## config.mk

```make
export PLATFORM = sky130hd
export DESIGN_NAME = settle_timer
export DESIGN_NICKNAME = d
export VERILOG_FILES = /design/src/rtl/xor_chk_pkg.sv /design/src/rtl/settle_timer.sv
export SDC_FILE = /design/constraint.sdc
export NUM_CORES = 1
export LEC_CHECK = 0
export CORE_AREA = 2 2 39 41
export CTS_BUF_LIST = sky130_fd_sc_hd__clkbuf_4 sky130_fd_sc_hd__clkbuf_8
export DETAILED_ROUTE_END_ITERATION = 8
export DIE_AREA = 0 0 41 43
export HOLD_SLACK_MARGIN = 0.15
export PLACE_DENSITY = 0.73
export SYNTH_ARGS = -nofsm -noshare
export SYNTH_HDL_FRONTEND = slang
export SYNTH_SLANG_ARGS = --single-unit
```

## constraint.sdc

```tcl
create_clock -name clk -period 2.6 [get_ports clk]
set_input_delay 0.52 -clock clk [delete_from_list [all_inputs] [get_ports clk]]
set_output_delay 0.52 -clock clk [all_outputs]
set_load 0.1 [all_outputs]
```

## src/rtl/xor_chk_pkg.sv

```systemverilog
// Shared definitions for the exhaustive XOR checker: state encoding,
// vector/counter widths and small combinational helpers.
package xor_chk_pkg;

  localparam int NUM_VEC = 4;
  localparam int VEC_W   = 2;
  localparam int ERR_W   = 3;
  localparam int CNT_W   = 8;

  localparam logic [VEC_W-1:0] LAST_VEC = 2'd3;
  localparam logic [ERR_W-1:0] ERR_MAX  = 3'd4;

  typedef enum logic [1:0] {
    ST_IDLE   = 2'd0,
    ST_SETTLE = 2'd1,
    ST_SAMPLE = 2'd2,
    ST_DONE   = 2'd3
  } xor_state_e;

  // Golden response for a given operand pair {a,b}.
  function automatic logic expected_z(input logic [VEC_W-1:0] vec);
    return vec[1] ^ vec[0];
  endfunction

  // Error counter increment that saturates at the number of vectors.
  function automatic logic [ERR_W-1:0] sat_inc_err(input logic [ERR_W-1:0] cnt);
    logic [ERR_W-1:0] res;
    if (cnt >= ERR_MAX) begin
      res = cnt;
    end else begin
      res = cnt + 3'd1;
    end
    return res;
  endfunction

endpackage

```

## src/rtl/settle_timer.sv

```systemverilog
// Loadable down-counter that times how long each vector is held before
// the response is sampled. Stops at zero and flags it.
module settle_timer
  import xor_chk_pkg::*;
(
  input  logic             clk,
  input  logic             rst,
  input  logic             load,
  input  logic             dec,
  input  logic [CNT_W-1:0] load_value,
  output logic [CNT_W-1:0] value,
  output logic             zero
);

  logic [CNT_W-1:0] count_r;

  // Counter register: load has priority over decrement, never wraps below zero.
  always_ff @(posedge clk) begin
    if (rst) begin
      count_r <= {CNT_W{1'b0}};
    end else if (load) begin
      count_r <= load_value;
    end else if (dec && (count_r != {CNT_W{1'b0}})) begin
      count_r <= count_r - CNT_W'(1);
    end else begin
      count_r <= count_r;
    end
  end

  assign value = count_r;
  assign zero  = (count_r == {CNT_W{1'b0}});

endmodule

```

# Yosys cells after proc, flatten, opt, wreduce, memory -nomap -nowiden

Cells that the tools add are included.

Register bits: 8
Bits of input ports: 12
Output and inout port bits: 9
Logic and storage cells: 8

Add/sub/neg operators: 1
Muxes and demuxes: 2
Reduce and logical (&&, ||, !) cells: 4

Operator list:

| kind                | number |
|---|---|
| $mux 8              | 2 |
| $logic_not 8->1     | 1 |
| $reduce_bool 8->1   | 1 |
| $sub 8x1->8 const B | 1 |
| $reduce_bool 2->1   | 1 |
| $logic_and 1x1->1   | 1 |

# Logic depth before layout (Yosys ltp)

Gate-level depths: netlist of run 1.

Depth in word-level cells: 4
Depth in mapped cells: 6
Mapped depth without buffers: 6

# Worst setup path before layout of run 1

No wires, ideal clock.

Path kind: register -> output
Start: register count_r[2], in the netlist value[2]
End: output port zero
Data arrival time: 4.225 ns
Required time: 2.080 ns
Slack: -2.145 ns
Cell stages (with the launch flop): 3
Path buffers: 0
Cells stage by stage: dfxtp_1 or4_4 nor4_1

Longest elaborated chain between the ends: 1

RTL lines:

| what                   | line               | text |
|---|---|---|
| start, declared        | settle_timer.sv:15 | `logic [CNT_W-1:0] count_r;` |
| start signal, assigned | settle_timer.sv:20 | `count_r <= {CNT_W{1'b0}};` |
| start signal, assigned | settle_timer.sv:22 | `count_r <= load_value;` |
| start signal, assigned | settle_timer.sv:24 | `count_r <= count_r - CNT_W'(1);` |
| $logic_not 8->1        | settle_timer.sv:31 | `assign zero = (count_r == {CNT_W{1'b0}});` |
| end, declared          | settle_timer.sv:12 | `output logic zero` |

No other way between the ends.

# Worst setup path in the final report of run 1

Start: register count_r[4], in the netlist value[4]
End: output port zero

The elaborated chain is that of the path after synthesis.

==> results of run 1 <==
placed cells by master (no fill, tap or decap):
cell             Yosys  final
a211oi_1             1      1
a211oi_2             1      1
a21oi_1              5      5
a311oi_1             2      2
buf_12               0      1
buf_4                0      8
clkbuf_4             0      4
clkdlybuf4s50_1      0     11
clkinv_1             1      1
dfxtp_1              8      3
dfxtp_2              0      2
dfxtp_4              0      3
ha_1                 2      2
inv_1                4      4
mux2i_1              1      1
nand2_1              2      2
nand4b_1             1      1
nor2_1               6      6
nor3_1               1      1
nor3b_1              3      3
nor4_4               0      1
o211ai_1             1      1
o21a_1               1      1
o21ai_0              3      3
o31ai_1              1      1
o41ai_4              1      1
or3_2                2      2
or3b_2               1      1
or4_1                2      2
or4_2                2      2
or4_4                1      1
xnor2_1              3      3
power breakdown:
| group | internal [mW] | total (mW) | switching [mW] |
|---|---|---|---|
| logic | 0.0724 | 0.215 | 0.143 |
| clock network | 0.0696 | 0.121 | 0.0516 |
| registers | 0.134 | 0.151 | 0.0171 |
worst max-delay path, cell delays in order (launching register included):
cell	delay, ns
dfxtp_4	0.36
or4_4	0.59
nor4_4	0.28
buf_12	0.21
path summary, 6_finish.rpt:
kind | start | end | cells after the start
setup / recovery | value[4] | zero | 3
hold / removal | value[5] | value[5] | 2
setup reg to reg | value[4] | value[3] | 4
hold reg to reg | value[5] | value[5] | 2
cells by family (layout without fill, tap and decap cells):
| logic type | Yosys count | in the layout | synth area share [%] |
|---|---|---|---|
| AND/OR/NAND/NOR | 22 | 22 | 27.2 |
| AO/OA/AOI/OAI | 16 | 16 | 24.8 |
| flip-flops | 8 | 8 | 31.1 |
| buffers and inverters | 7 | 29 | 5.09 |
| XOR/XNOR | 3 | 3 | 5.10 |
| adder cells (fa/ha/maj) | 2 | 2 | 4.85 |
| multiplexers | 1 | 1 | 1.94 |
layout make-up:
| class | count | area share, % |
|---|---|---|
| flip-flops and latches | 8 | 22.4 |
| multi-input cells | 44 | 44.3 |
| inverters | 5 | 2.42 |
| well taps | 16 | 2.58 |
| repair buffers | 20 | 24.5 |
| clock buffers | 4 | 3.86 |
layer usage:
layer | global-route usage (%) | vias up | share of wire [%]
met2 | 21.3 | 14 | 45
met3 | 3.14 | 4 | 5.3
met1 | 22.8 | 242 | 46
met5 | 0 | - | 0
li1 | - | 269 | -
met4 | 12.0 | 0 | 3.4
==> results.json, run 1 <==
{
  "grt.total_usage_pct": 16.3,
  "dr.first_iter.drc_count": 2,
  "initial_core_util_pct": 37.3,
  "syn_inst": 59,
  "start_kind": "register",
  "numClockSinks": 8,
  "grt_start_max_net_pins": 12,
  "slew_headroom_pct": 68.8,
  "grt_antenna_before_repair": 0,
  "num_vias": 529,
  "status": "complete, no violations",
  "place_ws_ns": 0.380,
  "path_clk_slew_ns": 0.07,
  "ys_types": 28,
  "fin_skew_ns": 0.00845,
  "wl_per_cell_um": 12.4,
  "synth_edf_count": 0,
  "timing.final.crit_share_pct": 85.9,
  "async_flop_share_pct": 0,
  "drc": 0,
  "fin_util_pct": 56.1,
  "fin_nets": 96,
  "portBuffers": 20,
  "clkLatencyLatePin_ns": 0.27,
  "min_period_ns": 2.23,
  "via_per_inst": 5.45,
  "yosysTopAreaCell": "dfxtp_1",
  "die_h_um": 43,
  "hold_buffers": 0,
  "numCtsBuffers": 3,
  "finalSetupViolCount": 0,
  "fin_setup_tns_ns": 0,
  "rsz0062_at_grt": "no",
  "vdd_drop_max_mv": 0.326,
  "critPathKind": "reg2out",
  "crit_arrival_ns": 1.71,
  "grt_pass1_wl_um": 1940,
  "final_cells": 97,
  "cts_tree": "built",
  "leakage_nw": 0.290,
  "crit_required_ns": 2.08,
  "yosysWarnings": 0,
  "htreeDepth": 1,
  "synth_flop_cell": "dfxtp_1",
  "synthTopCellsByCount": "dfxtp_1 (8), nor2_1 (6), a21oi_1 (5)",
  "fillers": 120,
  "core-area_mm2": 0.00138,
  "dpl_cell_area_um2": 747,
  "pwr_density_cell_mw_per_mm2": 627,
  "critPathMaxFanout": 6,
  "antenna_left": 0,
  "synth_top_area_share_pct": 31.1,
  "synthesis.nets": 73,
  "synth.avg_cell_area_um2": 8.74,
  "largest_reg_flops": 8,
  "drv_cap": 0,
  "fin_total_pwr_mw": 0.487,
  "max_freq_mhz": 448,
  "ys_ff_latch": 8,
  "hold_viol": 0,
  "areaGrowthSynthToFinish_pct": 50.7,
  "netlist_top_cells_area": "dfxtp_1 (31%), o41ai_4 (5.3%), xnor2_1 (5.1%)",
  "ff2ff_setup_slack_ns": 0.74,
  "cts-root-buf": "clkbuf_4",
  "drive_gt1_share_pct": 33.3,
  "dieArea_mm2": 0.00176,
  "finalWirelength_um": 1200,
  "whs_ns": 0.513,
  "postLayoutCellArea_um2": 777,
  "synth_most_common_cell": "dfxtp_1",
  "worstMarginPinSlew_ns": 0.467,
  "ctsResizeCount": 0,
  "cts_setup_buffers": 0,
  "globalRouteOverflowTotal": 0,
  "cp-end-kind": "output port",
  "std_cell_rows": 14,
  "synth-seq-area-share_pct": 31.1,
  "grt_pass1_vias": 448,
  "drv_slew": 0,
  "syn_area_um2": 515,
  "io_pins": 21,
  "numPlacedInstances": 93,
  "multi_input_area_um2": 344,
  "area.sequential_um2": 174,
  "die_x_um": 41,
  "first_pass_iters": 4,
  "fin_ws_ns": 0.366,
  "n_antenna_cell": 0,
  "place_congestion": 0.744,
  "cts_buffer_depth": 2,
  "worstHoldPathType": "reg2reg"
}
Power figures use the tool's default switching activity.
==> run 2, diff against run 1 <==
Settings changed: GPL_TIMING_DRIVEN set to 0, SETUP_SLACK_MARGIN set to 0.02.
==> results.json, run 2 (synthesis gave the netlist of run 1 again) <==
{
  "status": "complete, no violations",
  "cts_buffer_depth": 2,
  "crit_required_ns": 2.08,
  "numClockSinks": 8,
  "path_clk_slew_ns": 0.06,
  "fin_util_pct": 56.7,
  "fin_setup_tns_ns": 0,
  "start_kind": "register",
  "grt_pass1_wl_um": 1890,
  "vdd_drop_max_mv": 0.327,
  "hpwl_um": 919,
  "drc": 0,
  "place_ws_ns": -0.228,
  "cp-end-kind": "output port",
  "wl_per_cell_um": 12.3,
  "largest_reg_flops": 8,
  "worstMarginPinSlew_ns": 0.965,
  "std_cell_rows": 14,
  "area.sequential_um2": 174,
  "initial_core_util_pct": 37.3,
  "pwr_density_cell_mw_per_mm2": 618,
  "layout_common_cells": "clkdlybuf4s50_1 (18), nor2_1 (6), a21oi_1 (5)",
  "areaGrowthSynthToFinish_pct": 52.2,
  "drv_slew": 0,
  "hold_viol": 0,
  "path_cells": "or4_4, nor4_4, clkdlybuf4s18_2",
  "fin_ws_ns": 0.0797,
  "dr.first_iter.drc_count": 11,
  "cts-root-buf": "clkbuf_4",
  "place_congestion": 0.784,
  "grt_pass1_vias": 428,
  "grt_antenna_before_repair": 0,
  "worst_path_max_delay_cell": "or4_4",
  "ff2ff_setup_slack_ns": 0.73,
  "worstHoldPathType": "reg2reg",
  "rsz0062_at_grt": "no",
  "critPathMaxFanout": 6,
  "via_per_inst": 5.33,
  "dpl_cell_area_um2": 754,
  "timing.final.crit_share_pct": 96.9,
  "grtUsageMet1_pct": 21.6,
  "drive_gt1_share_pct": 23.2,
  "globalRouteOverflowTotal": 0,
  "fin_nets": 97,
  "dieArea_mm2": 0.00176,
  "htreeDepth": 1,
  "drv_cap": 0,
  "fin_skew_ns": 0.00499,
  "n_antenna_cell": 0,
  "slew_headroom_pct": 35.5,
  "numCtsBuffers": 3,
  "antenna_left": 0,
  "postLayoutCellArea_um2": 785,
  "critPathKind": "reg2out",
  "cts_setup_buffers": 0,
  "max_freq_mhz": 397,
  "clkLatencyLatePin_ns": 0.27,
  "num_vias": 522,
  "first_pass_iters": 4,
  "layout_commonest_cell": "clkdlybuf4s50_1",
  "cts_tree": "built",
  "grtUsageMet3_pct": 3.14,
  "core-area_mm2": 0.00138,
  "min_period_ns": 2.52,
  "crit_path_max_incr_delay_ns": 0.59,
  "gr-usage-met2_pct": 21.3,
  "finalWirelength_um": 1210,
  "io_pins": 21,
  "crit_arrival_ns": 2.00,
  "die_x_um": 41,
  "portBuffers": 19,
  "hold_buffers": 0,
  "top_usage_layer": "met1",
  "fillers": 146,
  "grt_start_max_net_pins": 11,
  "multi_input_area_um2": 344,
  "grt.total_usage_pct": 16.3,
  "leakage_nw": 0.272,
  "finalSetupViolCount": 0,
  "die_h_um": 43
}
run 2: cell types whose count changed in the layout (fill, tap and decap cells not counted), sizes merged:
cell / previous run / this run
buf: 9 / 1
clkdlybuf4s18: 0 / 1
clkbuf: 4 / 5
clkdlybuf4s50: 11 / 18
run 2: critical path: cells and delay by family (launching register included):
| family | cells | cell delay [ns] |
|---|---|---|
| simple gates | 2 | 0.80 |
| buf+inv | 1 | 0.57 |
| flops | 1 | 0.36 |
run 2: final cells by class:
cell class / instances / area share [%]
repair buffers: 19 / 24.2
well taps: 16 / 2.55
inverters: 5 / 2.39
flip-flops and latches: 8 / 22.2
clock buffers: 4 / 3.83
plain buffers: 2 / 0.957
multi-input cells: 44 / 43.9
run 2: worst paths after layout:
kind                               start  endpoint  depth (start not counted)
worst max-delay path            value[4]      zero                          3
worst min-delay path            value[5]  value[5]                          2
worst max register to register  value[4]  value[3]                          4
worst min register to register  value[5]  value[5]                          2
run 2: stage by stage:
stage               power [mW]  hold slack [ns]  instances
finish                   0.485            0.511         98
global route             0.508            0.530         98
CTS                      0.491            0.515         98
detailed placement       0.367            0.506         94
global placement         0.366            0.500         94
floorplan                0.313            0.683         59
run 2: per-layer routing:
layer | share of wire (%) | routed length [um]
met5 | 0 | 0
met4 | 4.6 | 55
met3 | 5.4 | 65
met2 | 46 | 550
met1 | 44 | 536
run 2: report_power, final:
| group | internal, mW | total, mW | switching [mW] |
|---|---|---|---|
| Clock | 0.0698 | 0.122 | 0.0522 |
| Sequential | 0.134 | 0.150 | 0.0162 |
| Combinational | 0.0714 | 0.213 | 0.141 |
| Total | 0.275 | 0.485 | 0.210 |
run 2: repair_timing:
item | 4_1_cts | 5_1_grt
pin swaps | 0 | 0
gates resized for setup | 3 | 1
endpoints found under the setup margin | 1 | 1
==> run 3, diff against run 2 <==
Settings changed: ABC_AREA set to 1, CORE_AREA 2 2 39 41 to unset, CORE_MARGIN set to 2, CORE_UTILIZATION set to 43, DIE_AREA 0 0 41 43 to unset, PLACE_DENSITY 0.73 to 0.77.
==> results.json, run 3 <==
{
  "cts-root-buf": "clkbuf_4",
  "synth_flop_cell": "dfxtp_1",
  "yosysTopAreaCell": "dfxtp_1",
  "rsz0062_at_grt": "no",
  "grt_start_max_net_pins": 11,
  "status": "complete, no violations",
  "combPwrFrac_pct": 52.3,
  "layout_common_cells": "nand2_1 (32), clkdlybuf4s50_1 (18), nand3_1 (15)",
  "leakage_nw": 0.416,
  "largest_reg_flops": 8,
  "fin_util_pct": 64.1,
  "synth-seq-area-share_pct": 26.7,
  "ys_types": 18,
  "critPathLaunch": "value[0]",
  "fin_total_pwr_mw": 0.526,
  "worstHoldPathType": "reg2reg",
  "r2r_end": "value[1]",
  "drv_slew": 0,
  "fin_nets": 142,
  "critPathMaxFanout": 7,
  "synthTopCellsByCount": "nand2_1 (32), nand3_1 (15), nor2_1 (14)",
  "clkLatencyLatePin_ns": 0.26,
  "min_period_ns": 2.47,
  "fin_skew_ns": 0.00624,
  "drive_gt1_share_pct": 9.52,
  "layout_commonest_cell": "nand2_1",
  "finalWirelength_um": 1380,
  "cts_tree": "built",
  "cts_buffer_depth": 2,
  "fin_setup_tns_ns": 0,
  "path_clk_slew_ns": 0.05,
  "num_vias": 658,
  "dpl_cell_area_um2": 812,
  "rr_worst_depth": 10,
  "yosysWarnings": 0,
  "n_antenna_cell": 0,
  "swShare_pct": 48.8,
  "vdd_drop_max_mv": 0.314,
  "synth.avg_cell_area_um2": 5.77,
  "crit_arrival_ns": 1.95,
  "synth_top_area_share_pct": 26.7,
  "synth_most_common_cell": "nand2_1",
  "numPlacedInstances": 138,
  "ys_ff_latch": 8,
  "hold_buffers": 0,
  "place_congestion": 0.857,
  "numClockSinks": 8,
  "p_sw_mw": 0.257,
  "portBuffers": 19,
  "async_flop_share_pct": 0,
  "netlist_top_cells_area": "dfxtp_1 (27%), nand2_1 (20%), nand3_1 (13%)",
  "cp-end-kind": "output port",
  "slew_headroom_pct": 35.3,
  "power.internal_mw": 0.269,
  "whs_ns": 0.511,
  "first_pass_iters": 4,
  "hold_viol": 0,
  "hpwl_um": 1080,
  "syn_area_um2": 601,
  "place_ws_ns": 0.0983,
  "initial_core_util_pct": 46.2,
  "dieArea_mm2": 0.00171,
  "std_cell_rows": 13,
  "critPathKind": "reg2out",
  "die_x_um": 41.4,
  "worstMarginPinSlew_ns": 0.967,
  "io_pins": 21,
  "timing.final.crit_share_pct": 94.8,
  "ff2ff_setup_slack_ns": 1.19,
  "grt_pass1_vias": 499,
  "grt_antenna_before_repair": 0,
  "r2r_start": "value[0]",
  "grt_pass1_wl_um": 2080,
  "seqPwrFrac_pct": 28.6,
  "postLayoutCellArea_um2": 835,
  "via_per_inst": 4.67,
  "numCtsBuffers": 3,
  "start_kind": "register",
  "drv_cap": 0,
  "max_freq_mhz": 406,
  "core-area_mm2": 0.00130,
  "crit_required_ns": 2.08,
  "clockPowerShare_pct": 19.0,
  "dr.first_iter.drc_count": 8,
  "crit_end": "zero",
  "grt.total_usage_pct": 19.6,
  "fin_ws_ns": 0.135,
  "syn_inst": 104,
  "antenna_left": 0,
  "synth_edf_count": 0,
  "finalSetupViolCount": 0,
  "htreeDepth": 1,
  "globalRouteOverflowTotal": 0,
  "wl_per_cell_um": 9.79,
  "synthesis.nets": 118,
  "die_h_um": 41.4,
  "cts_setup_buffers": 0,
  "drc": 0,
  "areaGrowthSynthToFinish_pct": 39.0,
  "pwr_density_cell_mw_per_mm2": 630,
  "final_cells": 141
}
run 3: cell types whose count changed in the layout (fill, tap and decap cells not counted), moves of 3 or more:
| cell | before | now |
|---|---|---|
| nor2_1 | 6 | 13 |
| nor3b_1 | 3 | 0 |
| inv_1 | 4 | 13 |
| dfxtp_4 | 3 | 0 |
| nand3_1 | 0 | 15 |
| dfxtp_1 | 3 | 8 |
| nand2_1 | 2 | 32 |
run 3: worst min path at each step:
stage	startpoint	to	slack [ns]	depth (start not counted)
6_report	value[0]	value[0]	0.51	2
5_1_grt	value[0]	value[0]	0.55	2
4_1_cts	value[0]	value[0]	0.51	2
3_5_place_dp	value[0]	value[0]	0.50	2
3_3_place_gp	value[0]	value[0]	0.50	2
2_1_floorplan	rst	value[2]	0.59	1
run 3: worst max-delay path: stages (launching register included):
cell	delay [ns]
dfxtp_1	0.32
inv_1	0.16
ha_1	0.18
nand2_1	0.08
nor2_2	0.12
clkdlybuf4s15_1	0.83
run 3: timing repair:
action | in CTS | in global routing
cloned | 0 | 0
pin swaps | 0 | 0
setup endpoints to repair | 1 | 1
resized for setup | 1 | 1
run 3: power by group through the flow:
stage / Clock [mW] / Sequential (mW) / Combinational [mW]
3_3_place_gp: 0 / 0.153 / 0.275
6_report: 0.100 / 0.151 / 0.275
4_1_cts: 0.103 / 0.151 / 0.276
2_1_floorplan: 0 / 0.238 / 0.127
3_5_place_dp: 0 / 0.153 / 0.277
5_1_grt: 0.111 / 0.153 / 0.297
run 3: logic make-up (layout without fill, tap and decap cells):
group | after synthesis | count (layout) | share of synthesized area (%)
buffers and inverters | 17 | 39 | 10.8
DFF | 8 | 8 | 26.7
AOI/OAI and AO/OA | 7 | 7 | 5.83
adders and majority gates | 2 | 2 | 4.17
xor gates and xnor gates | 1 | 1 | 1.46
and+or+nand+nor | 69 | 69 | 51.0
run 3: layout make-up:
cell class	instances	area [um^2]
Clock buffer	3	22.5
Timing Repair Buffer	19	190
Sequential cell	8	160
Fill cell	130	467
Tap cell	15	18.8
Multi-Input combinational cell	79	378
Inverter	16	61.3
Buffer	1	3.75
run 3: routing by layer:
metal	wire length, um	vias up	GRT usage [%]
li1	-	368	-
met1	713	268	26.9
met2	558	18	27.3
met3	69	4	3.19
met4	40	0	14.5
met5	0	-	0
